<file path="src/rtl/mem_bus_decoder_n.sv">
// -----------------------------------------------------------------------------
// mem_bus_decoder_n
// One-initiator to NUM_TARGETS-target memory bus decoder.
//
// A request in IDLE is decoded against a table of base/mask windows. The
// lowest matching index wins. On a hit, the target index is registered and
// the block moves to ACTIVE. The target then sees the window offset and the
// live write data and strobes until it returns ready. On a miss, the block
// answers with a one-cycle error response (ERR_RDATA). It also records the
// faulting address and the cause for firmware.
//
// Optional build macro: MEM_BUS_TIMEOUT_EN
//   When defined, a counter limits how long ACTIVE waits for the selected
//   target. The limit is TIMEOUT_CYCLES. When the counter expires, the
//   request is aborted with an error response and cause 2. When the macro
//   is undefined, ACTIVE waits indefinitely.
//
// Ports:
//   clk, rst_n       clock, asynchronous active-low reset
//   s_valid_i        initiator request valid
//   s_ready_o        transfer completes this cycle (s_rdata_o valid)
//   s_addr_i         request address
//   s_wdata_i        write data
//   s_we_i           byte write strobes, all zero for a read
//   s_rdata_o        read data, zero whenever s_ready_o is low
//   m_valid_o        per-target valid, one-hot or zero
//   m_ready_i        per-target ready
//   m_addr_o         shared address, offset inside the selected window
//   m_wdata_o        shared write data
//   m_we_o           shared strobes, zero outside ACTIVE
//   m_rdata_i        per-target read data, packed, target i at slice i
//   err_o            one-cycle pulse on each error response
//   err_addr_o       address of the most recent error (sticky)
//   err_cause_o      cause of the most recent error: 0 none, 1 miss, 2 timeout
// -----------------------------------------------------------------------------
module mem_bus_decoder_n #(
    parameter int NUM_TARGETS = 4,
    parameter int ADDR_WIDTH  = 32,
    parameter int DATA_WIDTH  = 32,
    parameter logic [NUM_TARGETS*ADDR_WIDTH-1:0] TARGET_BASE =
        {32'h8000_0100, 32'h8000_0000, 32'h0001_0000, 32'h0000_0000},
    parameter logic [NUM_TARGETS*ADDR_WIDTH-1:0] TARGET_MASK =
        {32'hFFFF_FF00, 32'hFFFF_FF00, 32'hFFFF_0000, 32'hFFFF_0000},
    parameter logic [DATA_WIDTH-1:0] ERR_RDATA = 32'hDEAD_BEEF,
    parameter int TIMEOUT_CYCLES = 255
) (
    input  logic                              clk,
    input  logic                              rst_n,
    input  logic                              s_valid_i,
    output logic                              s_ready_o,
    input  logic [ADDR_WIDTH-1:0]             s_addr_i,
    input  logic [DATA_WIDTH-1:0]             s_wdata_i,
    input  logic [DATA_WIDTH/8-1:0]           s_we_i,
    output logic [DATA_WIDTH-1:0]             s_rdata_o,
    output logic [NUM_TARGETS-1:0]            m_valid_o,
    input  logic [NUM_TARGETS-1:0]            m_ready_i,
    output logic [ADDR_WIDTH-1:0]             m_addr_o,
    output logic [DATA_WIDTH-1:0]             m_wdata_o,
    output logic [DATA_WIDTH/8-1:0]           m_we_o,
    input  logic [NUM_TARGETS*DATA_WIDTH-1:0] m_rdata_i,
    output logic                              err_o,
    output logic [ADDR_WIDTH-1:0]             err_addr_o,
    output logic [1:0]                        err_cause_o
);

    localparam int SEL_W = (NUM_TARGETS > 1) ? $clog2(NUM_TARGETS) : 1;

    typedef enum logic [1:0] {
        ST_IDLE   = 2'd0,
        ST_ACTIVE = 2'd1,
        ST_ERR    = 2'd2
    } state_e;

    state_e                   state_r;
    state_e                   state_nxt_s;
    logic [SEL_W-1:0]         sel_r;
    logic [SEL_W-1:0]         sel_nxt_s;
    logic [NUM_TARGETS-1:0]   match_s;
    logic                     hit_s;
    logic [SEL_W-1:0]         hit_idx_s;
    logic                     sel_ready_s;
    logic                     timeout_hit_s;
    logic [1:0]               cause_s;
    logic [ADDR_WIDTH-1:0]    err_addr_r;
    logic [1:0]               err_cause_r;

    // Window match per target, then a priority pick with the lowest index first
    always_comb begin
        match_s   = '0;
        hit_s     = 1'b0;
        hit_idx_s = '0;
        for (int i = 0; i < NUM_TARGETS; i++) begin
            match_s[i] = ((s_addr_i & TARGET_MASK[i*ADDR_WIDTH +: ADDR_WIDTH])
                          == TARGET_BASE[i*ADDR_WIDTH +: ADDR_WIDTH]);
            hit_idx_s  = (match_s[i] && !hit_s) ? SEL_W'(i) : hit_idx_s;
            hit_s      = hit_s | match_s[i];
        end
    end

    assign sel_ready_s = m_ready_i[sel_r];

`ifdef MEM_BUS_TIMEOUT_EN
    localparam int CNT_RAW = $clog2(TIMEOUT_CYCLES + 1);
    localparam int CNT_W   = (CNT_RAW < 8) ? 8 : ((CNT_RAW > 16) ? 16 : CNT_RAW);

    logic [CNT_W-1:0] to_cnt_r;
    logic             to_pend_r;

    // The counter holds zero outside ACTIVE, so it starts clean on every entry
    always_ff @(posedge clk or negedge rst_n) begin
        if (!rst_n) begin
            to_cnt_r  <= '0;
            to_pend_r <= 1'b0;
        end else begin
            if (state_r != ST_ACTIVE) begin
                to_cnt_r <= '0;
            end else if (!sel_ready_s) begin
                to_cnt_r <= to_cnt_r + CNT_W'(1);
            end else begin
                to_cnt_r <= to_cnt_r;
            end
            // Remembers that the coming ERR cycle is a timeout, not a miss
            to_pend_r <= (state_r == ST_ACTIVE) && (state_nxt_s == ST_ERR);
        end
    end

    // The last waiting cycle is the one whose increment would reach the limit
    assign timeout_hit_s = (to_cnt_r == CNT_W'(TIMEOUT_CYCLES - 1));
    assign cause_s       = to_pend_r ? 2'd2 : 2'd1;
`else
    assign timeout_hit_s = 1'b0;
    assign cause_s       = 2'd1;
`endif

    // Next-state and target-select logic
    always_comb begin
        state_nxt_s = state_r;
        sel_nxt_s   = sel_r;
        case (state_r)
            ST_IDLE: begin
                if (s_valid_i) begin
                    if (hit_s) begin
                        sel_nxt_s   = hit_idx_s;
                        state_nxt_s = ST_ACTIVE;
                    end else begin
                        state_nxt_s = ST_ERR;
                    end
                end else begin
                    state_nxt_s = ST_IDLE;
                end
            end
            ST_ACTIVE: begin
                // A target ready on the terminal count still wins
                if (sel_ready_s) begin
                    state_nxt_s = ST_IDLE;
                end else if (timeout_hit_s) begin
                    state_nxt_s = ST_ERR;
                end else begin
                    state_nxt_s = ST_ACTIVE;
                end
            end
            ST_ERR:  state_nxt_s = ST_IDLE;
            default: state_nxt_s = ST_IDLE;
        endcase
    end

    // Initiator and target outputs decoded from the current state
    always_comb begin
        s_ready_o = 1'b0;
        s_rdata_o = '0;
        m_valid_o = '0;
        m_we_o    = '0;
        err_o     = 1'b0;
        case (state_r)
            ST_ACTIVE: begin
                m_valid_o[sel_r] = 1'b1;
                m_we_o           = s_we_i;
                s_ready_o        = sel_ready_s;
                if (sel_ready_s) begin
                    s_rdata_o = m_rdata_i[int'(sel_r)*DATA_WIDTH +: DATA_WIDTH];
                end else begin
                    s_rdata_o = '0;
                end
            end
            ST_ERR: begin
                s_ready_o = 1'b1;
                s_rdata_o = ERR_RDATA;
                err_o     = 1'b1;
            end
            default: begin
                s_ready_o = 1'b0;
            end
        endcase
    end

    assign m_addr_o  = s_addr_i & ~TARGET_MASK[int'(sel_r)*ADDR_WIDTH +: ADDR_WIDTH];
    assign m_wdata_o = s_wdata_i;

    // State, select and sticky error capture registers
    always_ff @(posedge clk or negedge rst_n) begin
        if (!rst_n) begin
            state_r     <= ST_IDLE;
            sel_r       <= '0;
            err_addr_r  <= '0;
            err_cause_r <= 2'd0;
        end else begin
            state_r <= state_nxt_s;
            sel_r   <= sel_nxt_s;
            if (state_r == ST_ERR) begin
                err_addr_r  <= s_addr_i;
                err_cause_r <= cause_s;
            end else begin
                err_addr_r  <= err_addr_r;
                err_cause_r <= err_cause_r;
            end
        end
    end

    assign err_addr_o  = err_addr_r;
    assign err_cause_o = err_cause_r;

endmodule
</file>
<file path="config.mk">
export PLATFORM = sky130hd
export DESIGN_NAME = mem_bus_decoder_n
export DESIGN_NICKNAME = d
export VERILOG_FILES = /design/src/rtl/mem_bus_decoder_n.sv
export SDC_FILE = /design/constraint.sdc
export NUM_CORES = 1
export LEC_CHECK = 0
export CAP_MARGIN = 40
export CELL_PAD_IN_SITES_DETAIL_PLACEMENT = 0
export CELL_PAD_IN_SITES_GLOBAL_PLACEMENT = 1
export CORE_AREA = 2 2 131 133
export CTS_CLUSTER_DIAMETER = 30
export CTS_CLUSTER_SIZE = 30
export DETAILED_ROUTE_END_ITERATION = 7
export DIE_AREA = 0 0 133 135
export PLACE_DENSITY = 0.92
export SLEW_MARGIN = 20
export SYNTH_ARGS = -nofsm -noshare
export SYNTH_HDL_FRONTEND = slang
export SYNTH_SLANG_ARGS = --single-unit
export TNS_END_PERCENT = 30
</file>
<file path="constraint.sdc">
create_clock -name clk -period 6.6 [get_ports clk]
set_clock_uncertainty 0.15 [all_clocks]
set_input_delay 1.32 -clock clk [delete_from_list [all_inputs] [get_ports clk]]
set_output_delay 1.32 -clock clk [all_outputs]
set_load 0.01 [all_outputs]
</file>
==> impl_metrics.csv, run 1 <==
group,metric,value,unit
floorplan,ios,343,
clock_network,post_cts_resize_count,0,
pwr,p_clk_share,32.3,%
place,gp_congestion,0.717,
floorplan,die_h,135,um
clock_network,post_cts.repair.setup_buffers,0,
final_layout,syn2layout_area_growth,86.4,%
clock_network,clk_latency,0.28,ns
yosys,syn_area,0.00309,mm2
detailed_routing,via_per_inst,4.14,
floorplan,core_area,0.0164,mm2
pwr,irDropWorstVdd,0.000162,V
pwr,intPower,0.655,mW
final_layout,layout-drive-gt1-share,16.9,%
yosys,ys_types,28,
worst_setup_path,required,5.13,ns
clock_network,ctsHoldBuffers,0,
run_status,status,"complete, no violations",
yosys,synth.avg_cell_area,11.0,um2
floorplan,num_rows,47,
clock_network,root_buffer,"clkbuf_16",
clock_network,htreeDepth,2,
worst_setup_path,critPathKind,"primary input to output pin",
global_route,antenna_found_initial,0,
place,portBuffers,261,
final_layout,final_cell_mix,"clkdlybuf4s50_1, nor2_1, dfrtp_1",
detailed_routing,m1WireLength,4790,um
pwr,p_comb_share,35.9,%
yosys,yosys_warnings,0,
final_layout,fill_cells,1644,
sta,post-route-period-util,80.4,%
detailed_routing,drt_iter0_drc,79,
sta,finalSetupTns,0,ns
sta,fin_crit,5.31,ns
sta,rsz0062_at_grt,"false",
worst_setup_path,worstSetupStartpointType,"primary input",
yosys,postSynthCellCount,282,
final_layout,num-nets-final,702,
sta,hold_viol_final,0,
global_route,grt_usage,13.1,%
detailed_routing,maxUsedRoutingLayer,"met4",
worst_setup_path,critPathMaxFanout,25,
pwr,power.switching,0.204,mW
place,place_inst,709,
yosys,ys_seq_elements,37,
pwr,cellPowerDensity,149,mW/mm2
global_route,grt_max_degree,45,
global_route,first_global_vias,3085,
worst_setup_path,worstSetupEndpointType,"output pin",
detailed_routing,wire_per_inst,17.5,um
detailed_routing,antenna_left,0,
yosys,ys_seq_area_share,30.0,%
detailed_routing,wl_met2,6470,um
place,dpl.hpwl,10400,um
sta,slew_headroom,50.1,%
clock_network,worst_setup_hold_path_clk_slew,0.06,ns
pwr,netSwitchingFraction,23.7,%
min_path,hp-class,"register to register",
clock_network,cts_made_buffers,5,
sta,fmax,188,MHz
floorplan,start_util,18.8,%
yosys,synth_edf_count,0,
clock_network,cts_num_sinks,37,
pwr,power,0.859,mW
final_layout,mostFrequentLayoutCell,"clkdlybuf4s50_1",
yosys,async_flop_share,100,%
yosys,ys.flop_type,"dfrtp_1",
floorplan,chipWidth,133,um
final_layout,layout.cells.non_filler,717,
flow_run,cap_violations,0,
detailed_routing,dr_total_vias,2968,
sta,drv_slew,0,
global_route,grt_overflow_total,0,
detailed_routing,wl,12500,um
final_layout,utilization,35.1,%
worst_setup_path,cp.arrival,3.84,ns
final_layout,diodes,0,
global_route,grt_pass1_wl,18100,um
clock_network,cts_tree,"yes",
sta,worst_pin_slew,0.745,ns
floorplan,dieArea,0.0180,mm2
detailed_routing,drc,0,
pwr,p_seq_share,31.7,%
sta,finalSetupViolations,0,
pwr,p_leak,2.21,nW
detailed_routing,first_pass_iters,4,
clock_network,cts_buffer_depth,2,
detailed_routing,wl_met3,1200,um
==> cell families (layout without fill, tap and decap cells) <==
kind of cell    after synthesis  count (layout)  share of synthesized area [%]
mux                          65              65                           35.7
simple gates                 90              90                           13.5
flops                        37              37                           30.0
other cells                   1              17                          0.121
fa+ha+maj                     3               3                           1.22
buf+inv                      80             279                           17.7
compound gates                6               6                           1.70
==> path summary, 6_finish.rpt <==
path	startpoint	endpoint	slack [ns]	cells after the start
min in group asynchronous	rst_n	err_addr_o[7]$_DFFE_PN0P_	0.83	1
setup reg to reg	state_r[0]$_DFF_PN0_	err_addr_o[5]$_DFFE_PN0P_	4.38	5
max in group asynchronous	rst_n	err_cause_o[0]$_DFFE_PN0P_	5.02	2
hold reg to reg	err_cause_o[0]$_DFFE_PN0P_	err_cause_o[0]$_DFFE_PN0P_	0.32	1
hold / removal	err_cause_o[0]$_DFFE_PN0P_	err_cause_o[0]$_DFFE_PN0P_	0.32	1
setup / recovery	m_ready_i[1]	s_rdata_o[23]	1.29	6
==> worst max-delay path: stages <==
cell and delay (ns):
clkdlybuf4s50_1 0.43, mux4_2 0.47, and2_1 0.32, o21ai_4 0.65
nor2_1 0.12, clkdlybuf4s50_1 0.52
==> final cells by class <==
| class | instances | area, um2 | share of cell area [%] |
|---|---|---|---|
| clock inverter | 1 | 30.0 | 0.522 |
| clock buffer | 7 | 143 | 2.48 |
| timing repair buffer | 266 | 2690 | 46.6 |
| tap | 220 | 275 | 4.78 |
| inverter | 5 | 18.8 | 0.326 |
| sequential | 37 | 928 | 16.1 |
| multi-input combinational | 181 | 1680 | 29.1 |
==> state kept, by name, indices dropped and copies added (netlist names) <==
register     count
err_addr_o      32
sel_r            2
err_cause_o      1
state_r          2
==> stage by stage <==
| step | area [um2] | hold slack, ns | setup WS [ns] |
|---|---|---|---|
| after floorplan | 3150 | 0.360 | 2.65 |
| after detailed placement | 5580 | 0.315 | 1.18 |
| final | 5760 | 0.319 | 1.29 |
| after CTS | 5760 | 0.321 | 1.18 |
| after global routing | 5760 | 0.335 | 1.07 |
| after global placement | 5530 | 0.302 | 1.28 |
==> power by group through the flow <==
stage,registers [mW],clock network (mW),logic [mW]
2_1_floorplan,0.291,0,0.113
6_report,0.273,0.278,0.309
3_5_place_dp,0.276,0,0.311
4_1_cts,0.273,0.285,0.313
5_1_grt,0.277,0.295,0.329
3_3_place_gp,0.275,0,0.305
==> cells in the mapped netlist (2+ instances only) <==
cell / instances / share of area (%)
nor3_1: 5 / 0.81
clkbuf_1: 6 / 0.73
or3_1: 2 / 0.41
buf_2: 3 / 0.49
ha_1: 3 / 1.2
and2_1: 5 / 1.0
inv_1: 4 / 0.49
buf_4: 57 / 14
mux2_2: 32 / 12
mux4_2: 33 / 24
dfrtp_1: 37 / 30
and3_1: 8 / 1.6
nor2_1: 52 / 6.3
nor2b_1: 8 / 1.6
buf_1: 5 / 0.61
nor4_1: 3 / 0.61
buf_6: 4 / 1.5
nand2_1: 5 / 0.61
==> metal layers <==
| metal | vias up | track usage [%] |
|---|---|---|
| met5 | - | 0 |
| met4 | 0 | 2.51 |
| met3 | 9 | 4.50 |
| met2 | 179 | 23.8 |
| met1 | 1429 | 15.1 |
| li1 | 1351 | - |
(Power assumes the default switching activity.)
==> run 2: changes to the inputs <==
--- a/config.mk
+++ b/config.mk
@@ -8,12 +8,12 @@
 export CAP_MARGIN = 40
 export CELL_PAD_IN_SITES_DETAIL_PLACEMENT = 0
 export CELL_PAD_IN_SITES_GLOBAL_PLACEMENT = 1
-export CORE_AREA = 2 2 131 133
+export CORE_AREA = 2 2 135 137
 export CTS_CLUSTER_DIAMETER = 30
 export CTS_CLUSTER_SIZE = 30
 export DETAILED_ROUTE_END_ITERATION = 7
-export DIE_AREA = 0 0 133 135
-export PLACE_DENSITY = 0.92
+export DIE_AREA = 0 0 137 139
+export PLACE_DENSITY = 0.88
 export SLEW_MARGIN = 20
 export SYNTH_ARGS = -nofsm -noshare
 export SYNTH_HDL_FRONTEND = slang
==> constraint.sdc (replaced) <==
create_clock -name clk -period 5.1 [get_ports clk]
set_clock_uncertainty 0.15 [all_clocks]
set_input_delay 1.02 -clock clk [delete_from_list [all_inputs] [get_ports clk]]
set_output_delay 1.02 -clock clk [all_outputs]
set_load 0.01 [all_outputs]
==> run 2 against run 1 <==
  * First-iteration DRC count is the same
  * Largest power group unchanged
  * Utilization shrank 2.5 points
  * Worst setup slack lost 0.53 ns
  * Die area grew 6.1%
  * Register-to-register slack lost 1.6 ns
  * Clock-buffer cell count is the same
  * Wire length shrank 2.3%
  * Combinational power grew 28%
  * Total power grew 29%
  * Cell count grew 1.4%
  * Sequential cell count is the same
==> impl_metrics.csv, run 2 (synthesis gave the netlist of run 1 again) <==
group,metric,value,unit
clock_network,clk_latency,0.28,ns
final_layout,mostFrequentLayoutCell,"clkdlybuf4s50_1",
final_layout,regArea,928,um2
clock_network,cts_buffer_depth,2,
clock_network,post_cts.repair.setup_buffers,0,
worst_setup_path,ff2ff_path_depth,4,
worst_setup_path,required,3.93,ns
final_layout,largest_reg_flops,32,
place,gp_congestion,0.770,
final_layout,fill_cells,1820,
detailed_routing,wl,12300,um
floorplan,ios,343,
floorplan,dieArea,0.0190,mm2
place,portBuffers,261,
sta,hold_viol_final,0,
worst_setup_path,regToRegSetupSlack,2.78,ns
global_route,first_global_vias,3204,
worst_setup_path,critPathKind,"primary input to output pin",
detailed_routing,drc,0,
global_route,grt_overflow_total,0,
floorplan,core_area,0.0177,mm2
worst_setup_path,worstSetupStartpointType,"primary input",
run_status,status,"complete, no violations",
detailed_routing,via_per_inst,4.10,
global_route,grt_max_degree,45,
final_layout,diodes,0,
clock_network,cts_tree,"yes",
detailed_routing,dr_total_vias,2983,
sta,fin_crit,4.34,ns
sta,post-route-period-util,85.1,%
global_route,antenna_found_initial,0,
floorplan,chipWidth,137,um
clock_network,root_buffer,"clkbuf_16",
final_layout,syn2layout_area_growth,86.1,%
floorplan,die_h,139,um
floorplan,num_rows,49,
pwr,irDropWorstVdd,0.000203,V
clock_network,cts_made_buffers,5,
worst_setup_path,worstSetupEndpointType,"output pin",
place,dpl.hpwl,9830,um
worst_setup_path,r2r-end,"err_addr_o[26]$_DFFE_PN0P_",
detailed_routing,first_pass_iters,5,
sta,slew_headroom,47.8,%
clock_network,cts_num_sinks,37,
sta,fmax,230,MHz
pwr,p_leak,2.21,nW
sta,finalSetupTns,0,ns
pwr,cellPowerDensity,194,mW/mm2
sta,setup_ws,0.759,ns
place,pre_cts_slack,0.785,ns
floorplan,start_util,17.5,%
final_layout,final_cell_mix,"clkdlybuf4s50_1, nor2_1, dfrtp_1",
clock_network,worst_setup_hold_path_clk_slew,0.06,ns
detailed_routing,wire_per_inst,16.9,um
sta,whs,0.331,ns
final_layout,multi_input_area,0.00168,mm2
global_route,grt_usage,12.3,%
clock_network,ctsHoldBuffers,0,
final_layout,num-nets-final,703,
min_path,hp-class,"register to register",
detailed_routing,antenna_left,0,
worst_setup_path,worstSetupEndpoint,"s_rdata_o[2]",
clock_network,htreeDepth,2,
sta,drv_slew,0,
sta,finalSetupViolations,0,
global_route,grt_pass1_wl,17900,um
sta,worst_pin_slew,0.783,ns
sta,rsz0062_at_grt,"false",
worst_setup_path,critPathMaxFanout,25,
detailed_routing,drt_iter0_drc,79,
final_layout,utilization,32.6,%
final_layout,layout-drive-gt1-share,17.1,%
flow_run,cap_violations,0,
worst_setup_path,r2r-start,"state_r[0]$_DFF_PN0_",
worst_setup_path,cp.arrival,3.17,ns
worst_setup_path,cp-startpoint,"m_ready_i[1]",
clock_network,post_cts_resize_count,0,
## run 2: changes by cell type in the layout (fill, tap and decap cells not counted), sizes merged
cell	delta
buf	+1
## run 2: per-layer routing
layer / part of all wire [%] / global-route usage, % / wire [um]
met5: 0 / 0 / 0
met4: 1.1 / 2.93 / 129
met3: 12 / 4.82 / 1500
met2: 52 / 22.8 / 6380
met1: 35 / 12.9 / 4250
## run 2: final cells by class
class | count | area share (%)
timing repair buffer | 267 | 46.4
tap | 229 | 4.98
sequential | 37 | 16.2
multi-input combinational | 181 | 29.2
inverter | 5 | 0.327
clock inverter | 1 | 0.522
clock buffer | 7 | 2.48
## run 2: worst min-delay path by stage
stage	from	end	slack [ns]	cells after the start
2_1_floorplan	err_cause_o[0]$_DFFE_PN0P_	err_cause_o[0]$_DFFE_PN0P_	0.36	1
3_3_place_gp	err_cause_o[0]$_DFFE_PN0P_	err_cause_o[0]$_DFFE_PN0P_	0.31	1
3_5_place_dp	err_cause_o[0]$_DFFE_PN0P_	err_cause_o[0]$_DFFE_PN0P_	0.30	1
4_1_cts	err_cause_o[0]$_DFFE_PN0P_	err_cause_o[0]$_DFFE_PN0P_	0.33	1
5_1_grt	err_cause_o[0]$_DFFE_PN0P_	err_cause_o[0]$_DFFE_PN0P_	0.36	1
6_report	err_cause_o[0]$_DFFE_PN0P_	err_cause_o[0]$_DFFE_PN0P_	0.33	1
## run 2: where the power goes
part           leakage, nW  total [mW]  internal (mW)  switching [mW]
registers            0.431       0.352          0.333          0.0191
clock network       0.0841       0.365          0.244           0.121
logic                 1.69       0.395          0.267           0.127
total                 2.21        1.11          0.845           0.268
## run 2: per-stage QoR
| stage | area (um2) | std cells | power (mW) |
|---|---|---|---|
| 3_5_place_dp | 5580 | 719 | 0.755 |
| 4_1_cts | 5750 | 727 | 1.13 |
| 5_1_grt | 5750 | 727 | 1.17 |
| 2_1_floorplan | 3150 | 298 | 0.522 |
| 6_report | 5750 | 727 | 1.11 |
| 3_3_place_gp | 5560 | 718 | 0.749 |
## run 2: critical path: stages
cell and delay, ns:
clkdlybuf4s50_1 0.43, mux4_2 0.47, and2_1 0.21, o21ai_4 0.11
buf_4 0.31, nor2_1 0.10, clkdlybuf4s50_1 0.50
